File: config.mk
export PLATFORM = sky130hd
export DESIGN_NAME = hms_timer_core_flat
export DESIGN_NICKNAME = d
export VERILOG_FILES = /design/src/rtl/hms_timer_core_if.sv /design/src/rtl/hms_timer_core.sv /design/src/flat_wrapper.sv
export SDC_FILE = /design/constraint.sdc
export NUM_CORES = 1
export LEC_CHECK = 0
export ABC_AREA = 1
export ABC_CLOCK_PERIOD_IN_PS = 2900
export CAP_MARGIN = 20
export CORE_ASPECT_RATIO = 1.2
export CORE_MARGIN = 2
export CORE_UTILIZATION = 50
export DETAILED_ROUTE_END_ITERATION = 10
export GPL_ROUTABILITY_DRIVEN = 1
export PLACE_DENSITY = 0.79
export SETUP_SLACK_MARGIN = 0.5
export SLEW_MARGIN = 20
export SYNTH_ARGS = -nofsm -noshare
export SYNTH_HDL_FRONTEND = slang
export SYNTH_SLANG_ARGS = --single-unit
File: constraint.sdc
create_clock -name clk -period 2.9 [get_ports clk]
set_input_delay 0.29 -clock clk [delete_from_list [all_inputs] [get_ports clk]]
set_output_delay 0.29 -clock clk [all_outputs]
set_load 0.02 [all_outputs]
File: src/rtl/hms_timer_core_if.sv
// hms_timer_core_if
//  Control/status bundle for the HH-MM-SS timer core.
//  master: board-side controller (buttons/switches in, time and display out).
//  slave : the timer core itself.
//  Signals:
//   run, down, speed_up[1:0], load, load_bcd[23:0], clear   -> core
//   time_bcd[23:0], done, wrap, load_err, out_num[6:0], out_dis[7:0] <- core
interface hms_timer_core_if;
  logic        run;
  logic        down;
  logic [1:0]  speed_up;
  logic        load;
  logic [23:0] load_bcd;
  logic        clear;
  logic [23:0] time_bcd;
  logic        done;
  logic        wrap;
  logic        load_err;
  logic [6:0]  out_num;
  logic [7:0]  out_dis;

  modport master (
    output run, down, speed_up, load, load_bcd, clear,
    input  time_bcd, done, wrap, load_err, out_num, out_dis
  );

  modport slave (
    input  run, down, speed_up, load, load_bcd, clear,
    output time_bcd, done, wrap, load_err, out_num, out_dis
  );
endinterface

File: src/rtl/hms_timer_core.sv
// hms_timer_core
//  HH-MM-SS BCD timer with up/down count, run/pause, validated preset load,
//  sticky countdown-done flag, wrap pulse and an 8-digit multiplexed
//  7-segment driver. Single clock; dividers are clock-enable ticks.
//  Ports:
//   clk    : system clock
//   reset  : asynchronous active-low reset (release synchronised internally)
//   bus    : hms_timer_core_if.slave
//            in : run, down, speed_up, load, load_bcd, clear
//            out: time_bcd, done, wrap, load_err (registered)
//                 out_num (gfedcba, active-low), out_dis (active-low, bit0 = leftmost)
module hms_timer_core #(
  parameter int unsigned TICK_DIV0 = 100_000_000,
  parameter int unsigned TICK_DIV1 = 10_000_000,
  parameter int unsigned TICK_DIV2 = 1_000_000,
  parameter int unsigned TICK_DIV3 = 10_000,
  parameter int unsigned SCAN_DIV  = 100_000,
  parameter int unsigned HH_MAX    = 23
) (
  input  logic              clk,
  input  logic              reset,
  hms_timer_core_if.slave   bus
);

  localparam int unsigned MAX01   = (TICK_DIV0 > TICK_DIV1) ? TICK_DIV0 : TICK_DIV1;
  localparam int unsigned MAX23   = (TICK_DIV2 > TICK_DIV3) ? TICK_DIV2 : TICK_DIV3;
  localparam int unsigned MAX_DIV = (MAX01 > MAX23) ? MAX01 : MAX23;
  localparam int unsigned TW      = (MAX_DIV > 1) ? $clog2(MAX_DIV) : 1;
  localparam int unsigned SW      = $clog2(SCAN_DIV);

  localparam logic [3:0]  HH1     = 4'(HH_MAX / 10);
  localparam logic [3:0]  HH0     = 4'(HH_MAX % 10);
  localparam logic [23:0] T_MAX   = {HH1, HH0, 4'd5, 4'd9, 4'd5, 4'd9};
  localparam logic [6:0]  SEG_DASH = 7'b0111111;

  // BCD increment; caller handles the HH_MAX:59:59 rollover flag.
  function automatic logic [23:0] bcd_inc(input logic [23:0] t);
    logic [3:0] h1, h0, m1, m0, s1, s0;
    {h1, h0, m1, m0, s1, s0} = t;
    if (s0 != 4'd9) s0 = s0 + 4'd1;
    else begin
      s0 = '0;
      if (s1 != 4'd5) s1 = s1 + 4'd1;
      else begin
        s1 = '0;
        if (m0 != 4'd9) m0 = m0 + 4'd1;
        else begin
          m0 = '0;
          if (m1 != 4'd5) m1 = m1 + 4'd1;
          else begin
            m1 = '0;
            if (h1 == HH1 && h0 == HH0) begin
              h1 = '0;
              h0 = '0;
            end else if (h0 != 4'd9) h0 = h0 + 4'd1;
            else begin
              h0 = '0;
              h1 = h1 + 4'd1;
            end
          end
        end
      end
    end
    return {h1, h0, m1, m0, s1, s0};
  endfunction

  // BCD decrement; never called on 00:00:00.
  function automatic logic [23:0] bcd_dec(input logic [23:0] t);
    logic [3:0] h1, h0, m1, m0, s1, s0;
    {h1, h0, m1, m0, s1, s0} = t;
    if (s0 != 4'd0) s0 = s0 - 4'd1;
    else begin
      s0 = 4'd9;
      if (s1 != 4'd0) s1 = s1 - 4'd1;
      else begin
        s1 = 4'd5;
        if (m0 != 4'd0) m0 = m0 - 4'd1;
        else begin
          m0 = 4'd9;
          if (m1 != 4'd0) m1 = m1 - 4'd1;
          else begin
            m1 = 4'd5;
            if (h0 != 4'd0) h0 = h0 - 4'd1;
            else begin
              h0 = 4'd9;
              h1 = h1 - 4'd1;
            end
          end
        end
      end
    end
    return {h1, h0, m1, m0, s1, s0};
  endfunction

  function automatic logic load_valid(input logic [23:0] v);
    logic [3:0] h1, h0, m1, m0, s1, s0;
    logic [7:0] hours;
    {h1, h0, m1, m0, s1, s0} = v;
    hours = ({4'b0, h1} * 8'd10) + {4'b0, h0};
    return (h1 <= 4'd9) && (h0 <= 4'd9) && (m1 <= 4'd5) && (m0 <= 4'd9) &&
           (s1 <= 4'd5) && (s0 <= 4'd9) && (hours <= 8'(HH_MAX));
  endfunction

  function automatic logic [6:0] seg7(input logic [3:0] d);
    case (d)
      4'd0:    return 7'b1000000;
      4'd1:    return 7'b1111001;
      4'd2:    return 7'b0100100;
      4'd3:    return 7'b0110000;
      4'd4:    return 7'b0011001;
      4'd5:    return 7'b0010010;
      4'd6:    return 7'b0000010;
      4'd7:    return 7'b1111000;
      4'd8:    return 7'b0000000;
      4'd9:    return 7'b0010000;
      default: return 7'b1111111;
    endcase
  endfunction

  // Reset synchroniser: assertion is immediate, release aligned to clk.
  logic [1:0] rst_sync_q, rst_sync_d;
  logic       rst_n;

  always_comb rst_sync_d = {rst_sync_q[0], 1'b1};

  always_ff @(posedge clk or negedge reset) begin
    if (!reset) rst_sync_q <= '0;
    else        rst_sync_q <= rst_sync_d;
  end

  assign rst_n = rst_sync_q[1];

  logic [TW-1:0] tick_cnt_q, tick_cnt_d, div_m1;
  logic [1:0]    speed_prev_q, speed_prev_d;
  logic [23:0]   time_q, time_d;
  logic          done_q, done_d;
  logic          wrap_q, wrap_d;
  logic          load_err_q, load_err_d;
  logic [SW-1:0] scan_cnt_q, scan_cnt_d;
  logic [2:0]    dig_idx_q, dig_idx_d;
  logic [6:0]    out_num_q, out_num_d;
  logic [7:0]    out_dis_q, out_dis_d;
  logic          tick;

  always_comb begin
    case (bus.speed_up)
      2'd0:    div_m1 = TW'(TICK_DIV0 - 1);
      2'd1:    div_m1 = TW'(TICK_DIV1 - 1);
      2'd2:    div_m1 = TW'(TICK_DIV2 - 1);
      default: div_m1 = TW'(TICK_DIV3 - 1);
    endcase
  end

  always_comb begin
    tick_cnt_d   = tick_cnt_q;
    speed_prev_d = bus.speed_up;
    time_d       = time_q;
    done_d       = done_q;
    wrap_d       = 1'b0;
    load_err_d   = 1'b0;
    tick         = 1'b0;

    // A speed change restarts the step period and swallows any tick that cycle.
    if (bus.speed_up != speed_prev_q) begin
      tick_cnt_d = '0;
    end else if (bus.run) begin
      if (tick_cnt_q == div_m1) begin
        tick_cnt_d = '0;
        tick       = 1'b1;
      end else begin
        tick_cnt_d = tick_cnt_q + TW'(1);
      end
    end

    if (bus.clear) begin
      time_d     = '0;
      done_d     = 1'b0;
      tick_cnt_d = '0;
    end else if (bus.load) begin
      // A rejected load still consumes the cycle's tick so time stays unchanged.
      if (load_valid(bus.load_bcd)) begin
        time_d     = bus.load_bcd;
        done_d     = 1'b0;
        tick_cnt_d = '0;
      end else begin
        load_err_d = 1'b1;
      end
    end else if (tick) begin
      if (!bus.down) begin
        time_d = bcd_inc(time_q);
        wrap_d = (time_q == T_MAX);
      end else if (!done_q) begin
        if (time_q == '0) begin
          done_d = 1'b1;
        end else begin
          time_d = bcd_dec(time_q);
          done_d = (time_d == '0);
        end
      end
    end
  end

  always_comb begin
    scan_cnt_d = scan_cnt_q + SW'(1);
    dig_idx_d  = dig_idx_q;
    if (scan_cnt_q == SW'(SCAN_DIV - 1)) begin
      scan_cnt_d = '0;
      dig_idx_d  = dig_idx_q + 3'd1;
    end

    // Segments and enable both come from the next index/time so they change together.
    case (dig_idx_d)
      3'd0:    out_num_d = seg7(time_d[23:20]);
      3'd1:    out_num_d = seg7(time_d[19:16]);
      3'd3:    out_num_d = seg7(time_d[15:12]);
      3'd4:    out_num_d = seg7(time_d[11:8]);
      3'd6:    out_num_d = seg7(time_d[7:4]);
      3'd7:    out_num_d = seg7(time_d[3:0]);
      default: out_num_d = SEG_DASH;
    endcase
    out_dis_d = ~(8'd1 << dig_idx_d);
  end

  always_ff @(posedge clk or negedge rst_n) begin
    if (!rst_n) begin
      tick_cnt_q   <= '0;
      speed_prev_q <= '0;
      time_q       <= '0;
      done_q       <= 1'b0;
      wrap_q       <= 1'b0;
      load_err_q   <= 1'b0;
      scan_cnt_q   <= '0;
      dig_idx_q    <= '0;
      out_num_q    <= 7'b1000000;
      out_dis_q    <= 8'b1111_1110;
    end else begin
      tick_cnt_q   <= tick_cnt_d;
      speed_prev_q <= speed_prev_d;
      time_q       <= time_d;
      done_q       <= done_d;
      wrap_q       <= wrap_d;
      load_err_q   <= load_err_d;
      scan_cnt_q   <= scan_cnt_d;
      dig_idx_q    <= dig_idx_d;
      out_num_q    <= out_num_d;
      out_dis_q    <= out_dis_d;
    end
  end

  assign bus.time_bcd = time_q;
  assign bus.done     = done_q;
  assign bus.wrap     = wrap_q;
  assign bus.load_err = load_err_q;
  assign bus.out_num  = out_num_q;
  assign bus.out_dis  = out_dis_q;

endmodule

File: src/flat_wrapper.sv
// flat-port wrapper written by rule: the top's interface ports become plain ports
module hms_timer_core_flat 
#(
  parameter int unsigned TICK_DIV0 = 100_000_000,
  parameter int unsigned TICK_DIV1 = 10_000_000,
  parameter int unsigned TICK_DIV2 = 1_000_000,
  parameter int unsigned TICK_DIV3 = 10_000,
  parameter int unsigned SCAN_DIV  = 100_000,
  parameter int unsigned HH_MAX    = 23
)
  (clk, reset, bus_run, bus_down, bus_speed_up, bus_load, bus_load_bcd, bus_clear, bus_time_bcd, bus_done, bus_wrap, bus_load_err, bus_out_num, bus_out_dis);
  hms_timer_core_if bus_i ();
  input  logic clk;
  input  logic reset;
  input wire logic [$bits(bus_i.run)-1:0] bus_run;
  input wire logic [$bits(bus_i.down)-1:0] bus_down;
  input wire logic [$bits(bus_i.speed_up)-1:0] bus_speed_up;
  input wire logic [$bits(bus_i.load)-1:0] bus_load;
  input wire logic [$bits(bus_i.load_bcd)-1:0] bus_load_bcd;
  input wire logic [$bits(bus_i.clear)-1:0] bus_clear;
  output wire logic [$bits(bus_i.time_bcd)-1:0] bus_time_bcd;
  output wire logic [$bits(bus_i.done)-1:0] bus_done;
  output wire logic [$bits(bus_i.wrap)-1:0] bus_wrap;
  output wire logic [$bits(bus_i.load_err)-1:0] bus_load_err;
  output wire logic [$bits(bus_i.out_num)-1:0] bus_out_num;
  output wire logic [$bits(bus_i.out_dis)-1:0] bus_out_dis;
  assign bus_i.run = bus_run;
  assign bus_i.down = bus_down;
  assign bus_i.speed_up = bus_speed_up;
  assign bus_i.load = bus_load;
  assign bus_i.load_bcd = bus_load_bcd;
  assign bus_i.clear = bus_clear;
  assign bus_time_bcd = bus_i.time_bcd;
  assign bus_done = bus_i.done;
  assign bus_wrap = bus_i.wrap;
  assign bus_load_err = bus_i.load_err;
  assign bus_out_num = bus_i.out_num;
  assign bus_out_dis = bus_i.out_dis;
  hms_timer_core #(.TICK_DIV0(TICK_DIV0), .TICK_DIV1(TICK_DIV1), .TICK_DIV2(TICK_DIV2), .TICK_DIV3(TICK_DIV3), .SCAN_DIV(SCAN_DIV), .HH_MAX(HH_MAX)) u_core (.clk(clk), .reset(reset), .bus(bus_i));
endmodule
==> results of run 1 <==
## cell usage after synthesis (2+ instances only)
cell type / instances
nor2_8: 2
buf_2: 10
nand3_1: 128
clkbuf_1: 6
o211ai_2: 2
inv_1: 170
dfrtp_1: 85
a211oi_1: 3
o21ai_2: 4
inv_4: 2
nand3_4: 4
nor3_2: 3
nor3b_1: 5
nand4_1: 19
nor2_4: 8
buf_4: 2
clkinv_1: 5
nand2_2: 16
nor2_2: 11
nor3_1: 35
fa_1: 2
a21oi_1: 51
ha_1: 68
xnor2_1: 5
o31ai_1: 2
a31oi_1: 3
nand3_2: 10
nor4_1: 12
o21ai_1: 12
nand2_4: 4
o21ai_0: 67
o21a_1: 4
inv_2: 19
dfstp_2: 8
nand2_1: 459
xor2_1: 19
o211ai_1: 12
buf_6: 5
nor2_1: 145
## registers in the layout, summed over array words and instances, names as in the netlist, 2 cells and up
name,cells
u_core.bus.out_dis,8
u_core.bus.out_num,7
u_core.bus.time_bcd,24
u_core.dig_idx_q,3
u_core.rst_sync_q,2
u_core.scan_cnt_q,17
u_core.speed_prev_q,2
u_core.tick_cnt_q,27
## repair_timing
action / CTS / global route
hold buffers: 0 / 0
setup buffers: 23 / 18
pin swaps: 45 / 59
endpoints found under the hold margin: 0 / 0
cloned: 3 / 1
endpoints found under the setup margin: 61 / 64
resized for setup: 114 / 173
## logic make-up (layout without fill, tap and decap cells)
group                    count (synthesis)  in the layout  share of synthesized area
AO/OA/AOI/OAI                          165            165                      0.101
XOR/XNOR                                25             25                     0.0246
other                                    1              1                   0.000407
buffers and inverters                  219            539                     0.0961
adder cells (fa/ha/maj)                 70             70                     0.0968
AND/OR/NAND/NOR                        868            869                      0.427
flip-flops                              93             93                      0.254
## power by group through the flow
stage	combinational [mW]	clock, mW	sequential (mW)
floorplan	0.251	0	1.35
global placement	0.476	0	1.34
detailed placement	0.486	0	1.34
CTS	0.542	1.29	1.32
global route	0.659	1.36	1.32
finish	0.617	1.30	1.32
## stage by stage
step           instances  cell area (sq um)
2_1_floorplan       1441               9340
3_3_place_gp        1925              11900
3_5_place_dp        1925              11900
4_1_cts             1967              12700
5_1_grt             1986              13600
6_report            1986              13600
## area by class of cell
type                       instances  area [sq um]  area share
clock buffer                       9           225      0.0166
clock inverter                     7          86.3     0.00637
inverter                         196           768      0.0567
multi-input combinational       1130          6940       0.512
sequential                        93          2340       0.173
tap                              224           280      0.0207
timing repair buffer             326          2910       0.215
timing repair inverter             1          7.51    0.000554
## per-layer routing
metal / track usage / vias to the layer above / wire, um
met1: 0.388 / 5229 / 13000
met5: 0 / - / 0
li1: - / 5260 / -
met4: 0.232 / 0 / 3010
met3: 0.0432 / 231 / 3140
met2: 0.592 / 703 / 17700
## how the worst max path moves through the flow
stage | from | to
2_1_floorplan | bus_load_bcd[23] | u_core.bus.out_num[3]
3_3_place_gp | bus_load_bcd[23] | u_core.bus.out_num[3]
3_5_place_dp | bus_load_bcd[23] | u_core.bus.out_num[3]
4_1_cts | bus_load_bcd[22] | u_core.bus.out_num[3]
5_1_grt | bus_load_bcd[20] | u_core.bus.out_num[5]
6_report | bus_load_bcd[23] | u_core.bus.out_num[4]
==> metrics.md, run 1 <==
| Metric | Value |
|---|---|
| Status | `complete, but fails checks` |
| Failing checks | `setup timing` |
| Starting Density | `0.508` |
| Routability Congestion | `0.992` |
| Number of global-route vias before repair | `11000` |
| Ys flop type | `dfrtp_1` |
| Most common cell after layout, fill and taps aside | `nand2_1` |
| Endpoints failing setup | `7` |
| First-pass GRT wire length | `53300 um` |
| Crit-path max cell delay | `560 ps` |
| Final wirelength | `36800 um` |
| H-tree levels | `3` |
| Vias/cell | `5.75` |
| Fmax | `304 MHz` |
| Maximum VDD drop | `0.284 mV` |
| DIE AREA | `19500 sq um` |
| Number of synthesized flops with an enable pin | `0` |
| CP max FO | `6` |
| Sequential-to-total area share from yosys stat | `0.254` |
| Layout area overhead | `47.2%` |
| Slew Limit Fails | `0` |
| Layout cells sized above 1 | `0.313` |
| Post-synth ARST share | `1.00` |
| Most frequent cells in the layout | `421 x nand2_1, 211 x buf_4, 152 x inv_1` |
| CTS Buf Count | `9` |
| # diodes | `0` |
| HPWL after DPL | `24500 um` |
| Mapped Area | `9210 sq um` |
| Setup TNS | `-2350 ps` |
| Post-synth top area share | `0.231` |
| CTS root buf | `clkbuf_16` |
| Util after Layout | `0.749` |
| WL/cell | `18.5 um` |
| Worst slack, placed | `-1070 ps` |
| Crit-path slowest cell | `fa_2` |
| Worst-path clk slew | `80 ps` |
| Core area | `18100 sq um` |
| Largest net degree at the start of global routing | `51` |
| Max Buffers Root-to-Sink | `2` |
| Top Ports | `74` |
| Shortest period the worst path allows | `3290 ps` |
| RSZ-0062 raised after global routing | `yes` |
| Total power | `3.24 mW` |
| Seq pwr share | `0.407` |
| Fillers | `1264` |
| Final setup margin | `-385 ps` |
| Crit path depth | `22` |
| Critical Path Start Type | `input port` |
| WP data arrival | `3530 ps` |
| WP buf/inv | `5` |
| CTS tree | `done` |
| Syn nets | `1543` |
| Int Power | `2.18 mW` |
| DRT Pass-1 Iters | `7` |
| Switching Share | `0.326` |
| Post-DRT Antenna Nets | `0` |
| Top cells by area, synth | `dfrtp_1 23%, nand2_1 19%, ha_1 9.2%` |
| Critical Path, Cell by Cell | `buf_8, ha_4, ha_4, inv_2, fa_2, inv_2, nand2_1, o21ai_1, nand2_1, nand2_2, nor2_4, nand2_4, buf_6, o211ai_1, nand2_2, inv_2, ha_1, nand3_1, nand3_1, nand2_1, nor2_2, nand3_1` |
| Post-synth top area cell | `dfrtp_1` |
| Distinct cells, synth | `53` |
| Worst Max-Slew Pin Slew | `857 ps` |
| Final setup skew | `21.8 ps` |
| PD cells | `239 nW/um^2` |
| Max cap viols | `0` |
| Mapped Cells | `1441` |
| Critical path class | `in -> reg` |
| Clock sink count | `93` |
| # DRC | `0` |
| R2r setup slk | `-300 ps` |
| Final hold vios | `0` |
| Mapped Avg Cell Area | `6.39 sq um` |
| Clock share of power | `0.403` |
| IO buf count | `73` |
| Die Y | `153 um` |
| Reg2reg path depth | `21` |
| Nets@finish | `1859` |
| Worst R2R Start | `u_core.bus.time_bcd[5]` |
| Gr usage total | `0.342` |
| Antenna violations before repair | `0` |
| Setup crit end kind | `flip-flop` |
| Die width | `128 um` |
| GRT overflow | `0` |
| Yosys reg bits | `93` |
| Switching Power | `1.06 mW` |
| DR iter-0 viols | `1192` |
| Synth Warn # | `0` |
| Row cnt | `54` |
| Final cycle utilization of the critical path | `1.13` |
| Worst rel slew slack | `0.428` |
| Fin Hold WS | `62.2 ps` |
| Comb pwr share | `0.190` |
| Via Count | `11400` |
| Pleak | `6.71 nW` |
| Worst Hold Class | `in -> async` |
| Worst EP required | `3150 ps` |
| Clock Latency Late Sink | `390 ps` |
| Delay-heaviest family, CP | `simple AND/OR/NAND/NOR gates` |
| Worst R2R End | `u_core.bus.out_num[4]` |
Power figures use the tool's default switching activity.
==> run 2, diff against run 1 <==
CORE_UTILIZATION = 45   (was 50)
CTS_CLUSTER_SIZE = 10   (was not set)
PLACE_DENSITY = 0.73   (was 0.79)
==> metrics.md, run 2 (same netlist as run 1, synthesis figures left out) <==
| Metric | Value |
|---|---|
| Critical Path Start Type | `input port` |
| H-tree levels | `3 (unchanged)` |
| Top Ports | `74 (unchanged)` |
| Seq pwr share | `0.414 (+0.007)` |
| Comb pwr share | `0.194 (+0.004)` |
| Clock Latency Late Sink | `370 ps (-20 ps)` |
| Sequential Area | `2340 sq um (+0.11%)` |
| PD cells | `231 nW/um^2 (-3.4%)` |
| Starting Density | `0.456 (-0.0523)` |
| Final setup skew | `15.7 ps (-6.08 ps)` |
| Crit-path slowest cell | `fa_2` |
| Pleak | `6.84 nW (+2.0%)` |
| CTS Buf Count | `9 (unchanged)` |
| Max Buffers Root-to-Sink | `2 (unchanged)` |
| Layout cells sized above 1 | `0.323 (+0.0102)` |
| Status | `complete, but fails checks` |
| Routability Congestion | `0.979 (-1.4%)` |
| Critical Path, Cell by Cell | `buf_8, ha_4, ha_4, inv_2, fa_2, xor2_2, o21ai_2, nand2_2, nand2_2, nor2_4, nand2_4, buf_6, a21oi_2, o21ai_1, nand2_2, clkinv_4, ha_4, nand2_4, o21ai_2, nand2_1, nand2_1, nand2_1, nor2_1, nand2_1` |
| CP max FO | `6 (unchanged)` |
| Via Count | `11100 (-2.7%)` |
| Nets@finish | `1887 (+1.5%)` |
| Worst slack, placed | `-1100 ps (-29.9 ps)` |
| WL/cell | `16.8 um (-9.4%)` |
| Area of the multi-input gates | `6940 sq um (unchanged)` |
| Fin Hold WS | `71.5 ps (+9.30 ps)` |
| Row cnt | `57 (+5.6%)` |
| Crit-path max cell delay | `410 ps (-150 ps)` |
| Worst rel slew slack | `0.531 (+0.103)` |
| WP data arrival | `3380 ps (-150 ps)` |
| Largest Register | `u_core.tick_cnt_q` |
| Switching Share | `0.313 (-0.0133)` |
| HPWL after DPL | `25100 um (+2.8%)` |
| CTS tree | `done` |
| IO buf count | `73 (unchanged)` |
| Worst Max-Slew Pin Slew | `697 ps (-160 ps)` |
| GRT overflow | `0 (unchanged)` |
| Clock sink count | `93 (unchanged)` |
| Final setup margin | `-216 ps (+169 ps)` |
| Core area | `20200 sq um (+11%)` |
| Worst Hold Class | `in -> async` |
| # diodes | `0 (unchanged)` |
| Gr usage total | `0.309 (-0.0334)` |
| Die width | `135 um (+5.2%)` |
| Final hold vios | `0 (unchanged)` |
| Number of global-route vias before repair | `10800 (-1.7%)` |
| DRT Pass-1 Iters | `5 (-2)` |
| Critical path class | `in -> reg` |
| Final cycle utilization of the critical path | `1.07 (-0.0582)` |
| Clock share of power | `0.392 (-0.011)` |
| Switching Power | `0.995 mW (-5.9%)` |
| Failing checks | `setup timing` |
| Worst-path clk slew | `80 ps (about the same)` |
| DR iter-0 viols | `969 (-19%)` |
| Final wirelength | `34500 um (-6.3%)` |
| Slew Limit Fails | `0 (unchanged)` |
| Max cap viols | `0 (unchanged)` |
| R2r setup slk | `-130 ps (+170 ps)` |
| Worst EP required | `3160 ps (about the same)` |
| First-pass GRT wire length | `52800 um (-0.97%)` |
| CTS root buf | `clkbuf_16` |
| Maximum VDD drop | `0.274 mV (-3.6%)` |
| Largest net degree at the start of global routing | `55 (+7.8%)` |
| Shortest period the worst path allows | `3120 ps (-169 ps)` |
| DIE AREA | `21600 sq um (+11%)` |
| Fillers | `1624 (+28%)` |
| Post-DRT Antenna Nets | `0 (unchanged)` |
| Max reg flops | `27 (unchanged)` |
| Most common cell after layout, fill and taps aside | `nand2_1` |
| Int Power | `2.18 mW (about the same)` |
| Vias/cell | `5.41 (-6.0%)` |
| Die Y | `161 um (+5.3%)` |
| Total power | `3.18 mW (-1.9%)` |
| # DRC | `0 (unchanged)` |
| Setup crit end kind | `flip-flop` |
| RSZ-0062 raised after global routing | `yes` |
| Antenna violations before repair | `0 (unchanged)` |
| Endpoints failing setup | `7 (unchanged)` |
| Layout area overhead | `49.6%` |
| Most frequent cells in the layout | `427 x nand2_1, 241 x buf_4, 147 x inv_1` |
| Critical Path Most Common Cell | `nand2_1` |
| Fmax | `321 MHz (+5.4%)` |
-- run 2: cell count changes in the layout (fill, tap and decap cells not counted), moves of 4 or more --
cell and change:
nand3_2 +4, nand3_1 -5, o21ai_1 +7, buf_4 +30, nand2_1 +6, inv_1 -5, inv_2 +7, nor2_2 +4
o21ai_2 -6, nand2_2 -8
-- run 2: worst max-delay path: cells and delay by family --
family | cells | cell delay (ps)
adders and majority gates | 4 | 1070
xor gates and xnor gates | 1 | 250
buffers and inverters | 4 | 400
and+or+nand+nor | 11 | 960
AOI/OAI and AO/OA | 4 | 390
-- run 2: worst paths after layout --
path | startpoint | end | cells past startpoint
max | bus_load_bcd[23] | u_core.bus.out_num[3] | 24
min | reset | u_core.rst_sync_q[1] | 1
max reg2reg | u_core.bus.time_bcd[1] | u_core.bus.out_num[4] | 23
min reg2reg | u_core.rst_sync_q[1] | u_core.scan_cnt_q[11] | 0
max in group asynchronous | u_core.rst_sync_q[1] | u_core.tick_cnt_q[2] | 1
min in group clk | u_core.rst_sync_q[0] | u_core.rst_sync_q[1] | 0
-- run 2: area by class of cell --
cell class	count	share of cell area
well taps	265	0.0241
inverters	196	0.0553
clock buffers	9	0.0164
repair buffers	354	0.225
clock inverters	7	0.00536
flip-flops and latches	93	0.170
multi-input cells	1131	0.504
-- run 2: repair_timing --
action / 4_1_cts / 5_1_grt
pin swaps: 60 / 53
hold buffers: 0 / 0
resized for setup: 122 / 162
buffers inserted: 35 / 18
gates cloned: 2 / 2
setup endpoints to repair: 61 / 59
-- run 2: metal layers --
metal | vias to the layer above | wire [um] | part of all wire | GRT usage
met5 | - | 0 | 0 | 0
met4 | 0 | 1810 | 0.052 | 0.178
met3 | 131 | 2330 | 0.068 | 0.0473
met2 | 514 | 17300 | 0.50 | 0.538
met1 | 5172 | 13100 | 0.38 | 0.357
li1 | 5299 | - | - | -
-- run 2: stage by stage --
stage	utilization	std cells	setup TNS [ps]	cell area [sq um]
after global placement	0.595	1982	-21570	12000
after detailed placement	0.595	1982	-25180	12000
after global routing	0.682	2055	-2370	13800
final	0.682	2055	-1340	13800
after floorplan	-	1441	-1070	9340
after CTS	0.643	2035	-455	13000
-- run 2: power groups by stage --
stage               Combinational (mW)  Sequential, mW  Clock (mW)
floorplan                        0.251            1.35           0
global placement                 0.484            1.34           0
detailed placement               0.492            1.34           0
CTS                              0.544            1.32        1.26
global route                     0.664            1.32        1.32
finish                           0.618            1.32        1.24
==> run 3, diff against run 2 <==
PLACE_DENSITY = not set   (was 0.73)
PLACE_DENSITY_LB_ADDON = 0.3   (was not set)
==> metrics.md, run 3 (same netlist as run 1, synthesis figures left out) <==
| Metric | Value |
|---|---|
| Fillers | `1642 (+1.1%)` |
| Antenna violations before repair | `0 (unchanged)` |
| GRT overflow | `0 (unchanged)` |
| Reg2reg path depth | `23 (unchanged)` |
| HPWL after DPL | `25000 um (-0.48%)` |
| Largest Register | `u_core.tick_cnt_q` |
| Layout area overhead | `49.4% (about the same)` |
| Final cycle utilization of the critical path | `1.11 (+0.0403)` |
| R2r setup slk | `-160 ps (-30 ps)` |
| Routability Congestion | `0.998 (+2.0%)` |
| Crit-path max cell delay | `560 ps (+150 ps)` |
| Slew Limit Fails | `0 (unchanged)` |
| Placed inst area | `12000 sq um (+0.17%)` |
| Clock sink count | `93 (unchanged)` |
| Failing checks | `setup timing` |
| WP data arrival | `3480 ps (+100 ps)` |
| Via Count | `11300 (+2.1%)` |
| Final instance area | `13800 sq um (about the same)` |
| WL/cell | `17.4 um (+3.8%)` |
| Met3 Resource Use GR | `0.0319 (-0.0155)` |
| Pleak | `6.88 nW (+0.55%)` |
| CP max FO | `6 (unchanged)` |
| Clock Latency Late Sink | `370 ps (about the same)` |
| Die Y | `161 um (unchanged)` |
| WP buf/inv | `7 (+3)` |
| Number of global-route vias before repair | `11100 (+2.7%)` |
| Worst R2R Start | `u_core.bus.time_bcd[5]` |
| Critical Path Start Type | `input port` |
| IO buf count | `73 (unchanged)` |
| First-pass GRT wire length | `55900 um (+5.9%)` |
| Max reg flops | `27 (unchanged)` |
| # DRC | `0 (unchanged)` |
| Delay-heaviest family, CP | `adder cells` |
| DRT Pass-1 Iters | `7 (+2)` |
| Worst Hold Class | `in -> async` |
| Fmax | `309 MHz (-3.6%)` |
| Grt met2 use | `0.567 (+0.0285)` |
| Final setup margin | `-333 ps (-117 ps)` |
| Core area | `20200 sq um (unchanged)` |
| Status | `complete, but fails checks` |
| Endpoints failing setup | `27 (+20)` |
| Starting Density | `0.456 (unchanged)` |
| Post-CTS Hold Fix Bufs | `0 (unchanged)` |
| Critical Path End | `u_core.bus.out_num[4]` |
| Die width | `135 um (unchanged)` |
| Shortest period the worst path allows | `3230 ps (+117 ps)` |
| Crit path depth | `25 (+4.2%)` |
| Row cnt | `57 (unchanged)` |
| PD cells | `232 nW/um^2 (+0.64%)` |
| CTS root buf | `clkbuf_16` |
| Gr usage total | `0.327 (+0.0184)` |
| Post-DRT Antenna Nets | `0 (unchanged)` |
| DR iter-0 viols | `1027 (+6.0%)` |
| Worst-path clk slew | `80 ps (about the same)` |
| Met1 Track Usage GR | `0.391 (+0.0340)` |
| # diodes | `0 (unchanged)` |
| RSZ-0062 raised after global routing | `yes` |
| Most common cell after layout, fill and taps aside | `nand2_1` |
| Final setup skew | `11.9 ps (-3.74 ps)` |
| Final wirelength | `36100 um (+4.6%)` |
| Crit path from | `bus_load_bcd[23]` |
| CTS Buf Count | `9 (unchanged)` |
| Critical Path Most Common Cell | `nand2_1` |
| Setup crit end kind | `flip-flop` |
| Busiest grt layer | `met2` |
| Max Buffers Root-to-Sink | `2 (unchanged)` |
| Most frequent cells in the layout | `433 x nand2_1, 252 x buf_4, 148 x inv_1` |
| Worst Max-Slew Pin Slew | `566 ps (-130 ps)` |
| Nets@finish | `1902 (+0.79%)` |
| Layout cells sized above 1 | `0.312 (-0.0116)` |
| Top Ports | `74 (unchanged)` |
| Maximum VDD drop | `0.278 mV (+1.5%)` |
| CTS tree | `done` |
| Worst EP required | `3150 ps (about the same)` |
| H-tree levels | `3 (unchanged)` |
| Fin Hold WS | `64.5 ps (-6.99 ps)` |
| Vias/cell | `5.48 (+1.3%)` |
| Worst R2R End | `u_core.bus.out_num[3]` |
| Worst rel slew slack | `0.619 (+0.0878)` |
| Crit-path slowest cell | `fa_2` |
| Max cap viols | `0 (unchanged)` |
| Final hold vios | `0 (unchanged)` |
| DIE AREA | `21600 sq um (unchanged)` |
| Critical path class | `in -> reg` |
| Largest net degree at the start of global routing | `56 (+1.8%)` |
run 3: cell count changes in the layout (fill, tap and decap cells not counted), moves of 4 or more:
cell,previous run,this run
nor2_1,115,129
buf_4,241,252
nor2_2,27,20
nor2_4,23,16
nor3_4,10,3
nand2_1,427,433
buf_16,0,4
ha_1,47,43
nand3_1,114,118
nor3_1,23,27
o21ai_1,22,18
run 3: worst min path at each step:
stage                              start                     to  slack, ps
detailed placement  u_core.rst_sync_q[1]  u_core.scan_cnt_q[13]        330
global placement    u_core.rst_sync_q[1]  u_core.scan_cnt_q[15]        330
finish                             reset   u_core.rst_sync_q[1]         60
global route                       reset   u_core.rst_sync_q[1]         80
floorplan                          reset   u_core.rst_sync_q[0]         -6
CTS                                reset   u_core.rst_sync_q[1]         60
run 3: routing by layer:
layer | vias to the layer above | part of all wire
li1 | 5338 | -
met1 | 5241 | 0.38
met5 | - | 0
met3 | 190 | 0.074
met2 | 578 | 0.48
met4 | 0 | 0.070
run 3: cell type report:
cell class | count | area (sq um) | area share
clock buffers | 9 | 225 | 0.0164
clock inverters | 7 | 78.8 | 0.00573
inverters | 196 | 758 | 0.0551
multi-input cells | 1132 | 6760 | 0.491
flip-flops and latches | 93 | 2340 | 0.170
well taps | 265 | 332 | 0.0241
repair buffers | 368 | 3260 | 0.237
run 3: power breakdown:
part / internal (mW) / switching, mW
Clock: 0.611 / 0.643
Sequential: 1.30 / 0.0132
Combinational: 0.274 / 0.352
run 3: stage by stage:
stage          utilization  cells  setup TNS [ps]  setup WS [ps]  total power, mW
2_1_floorplan            -   1441           -1070           -253             1.60
3_3_place_gp         0.596   1983          -20450           -884             1.83
3_5_place_dp         0.596   1983          -24140           -971             1.84
4_1_cts              0.663   2055            -676           -118             3.15
5_1_grt              0.682   2070           -4920           -427             3.29
6_report             0.682   2070           -2740           -333             3.20
run 3: repair_timing:
action                     in CTS  in global routing
pin swaps                      77                 24
setup endpoints to repair      61                 61
gates resized for setup       174                 64
buffers inserted               48                 15
gates cloned                    8                  0
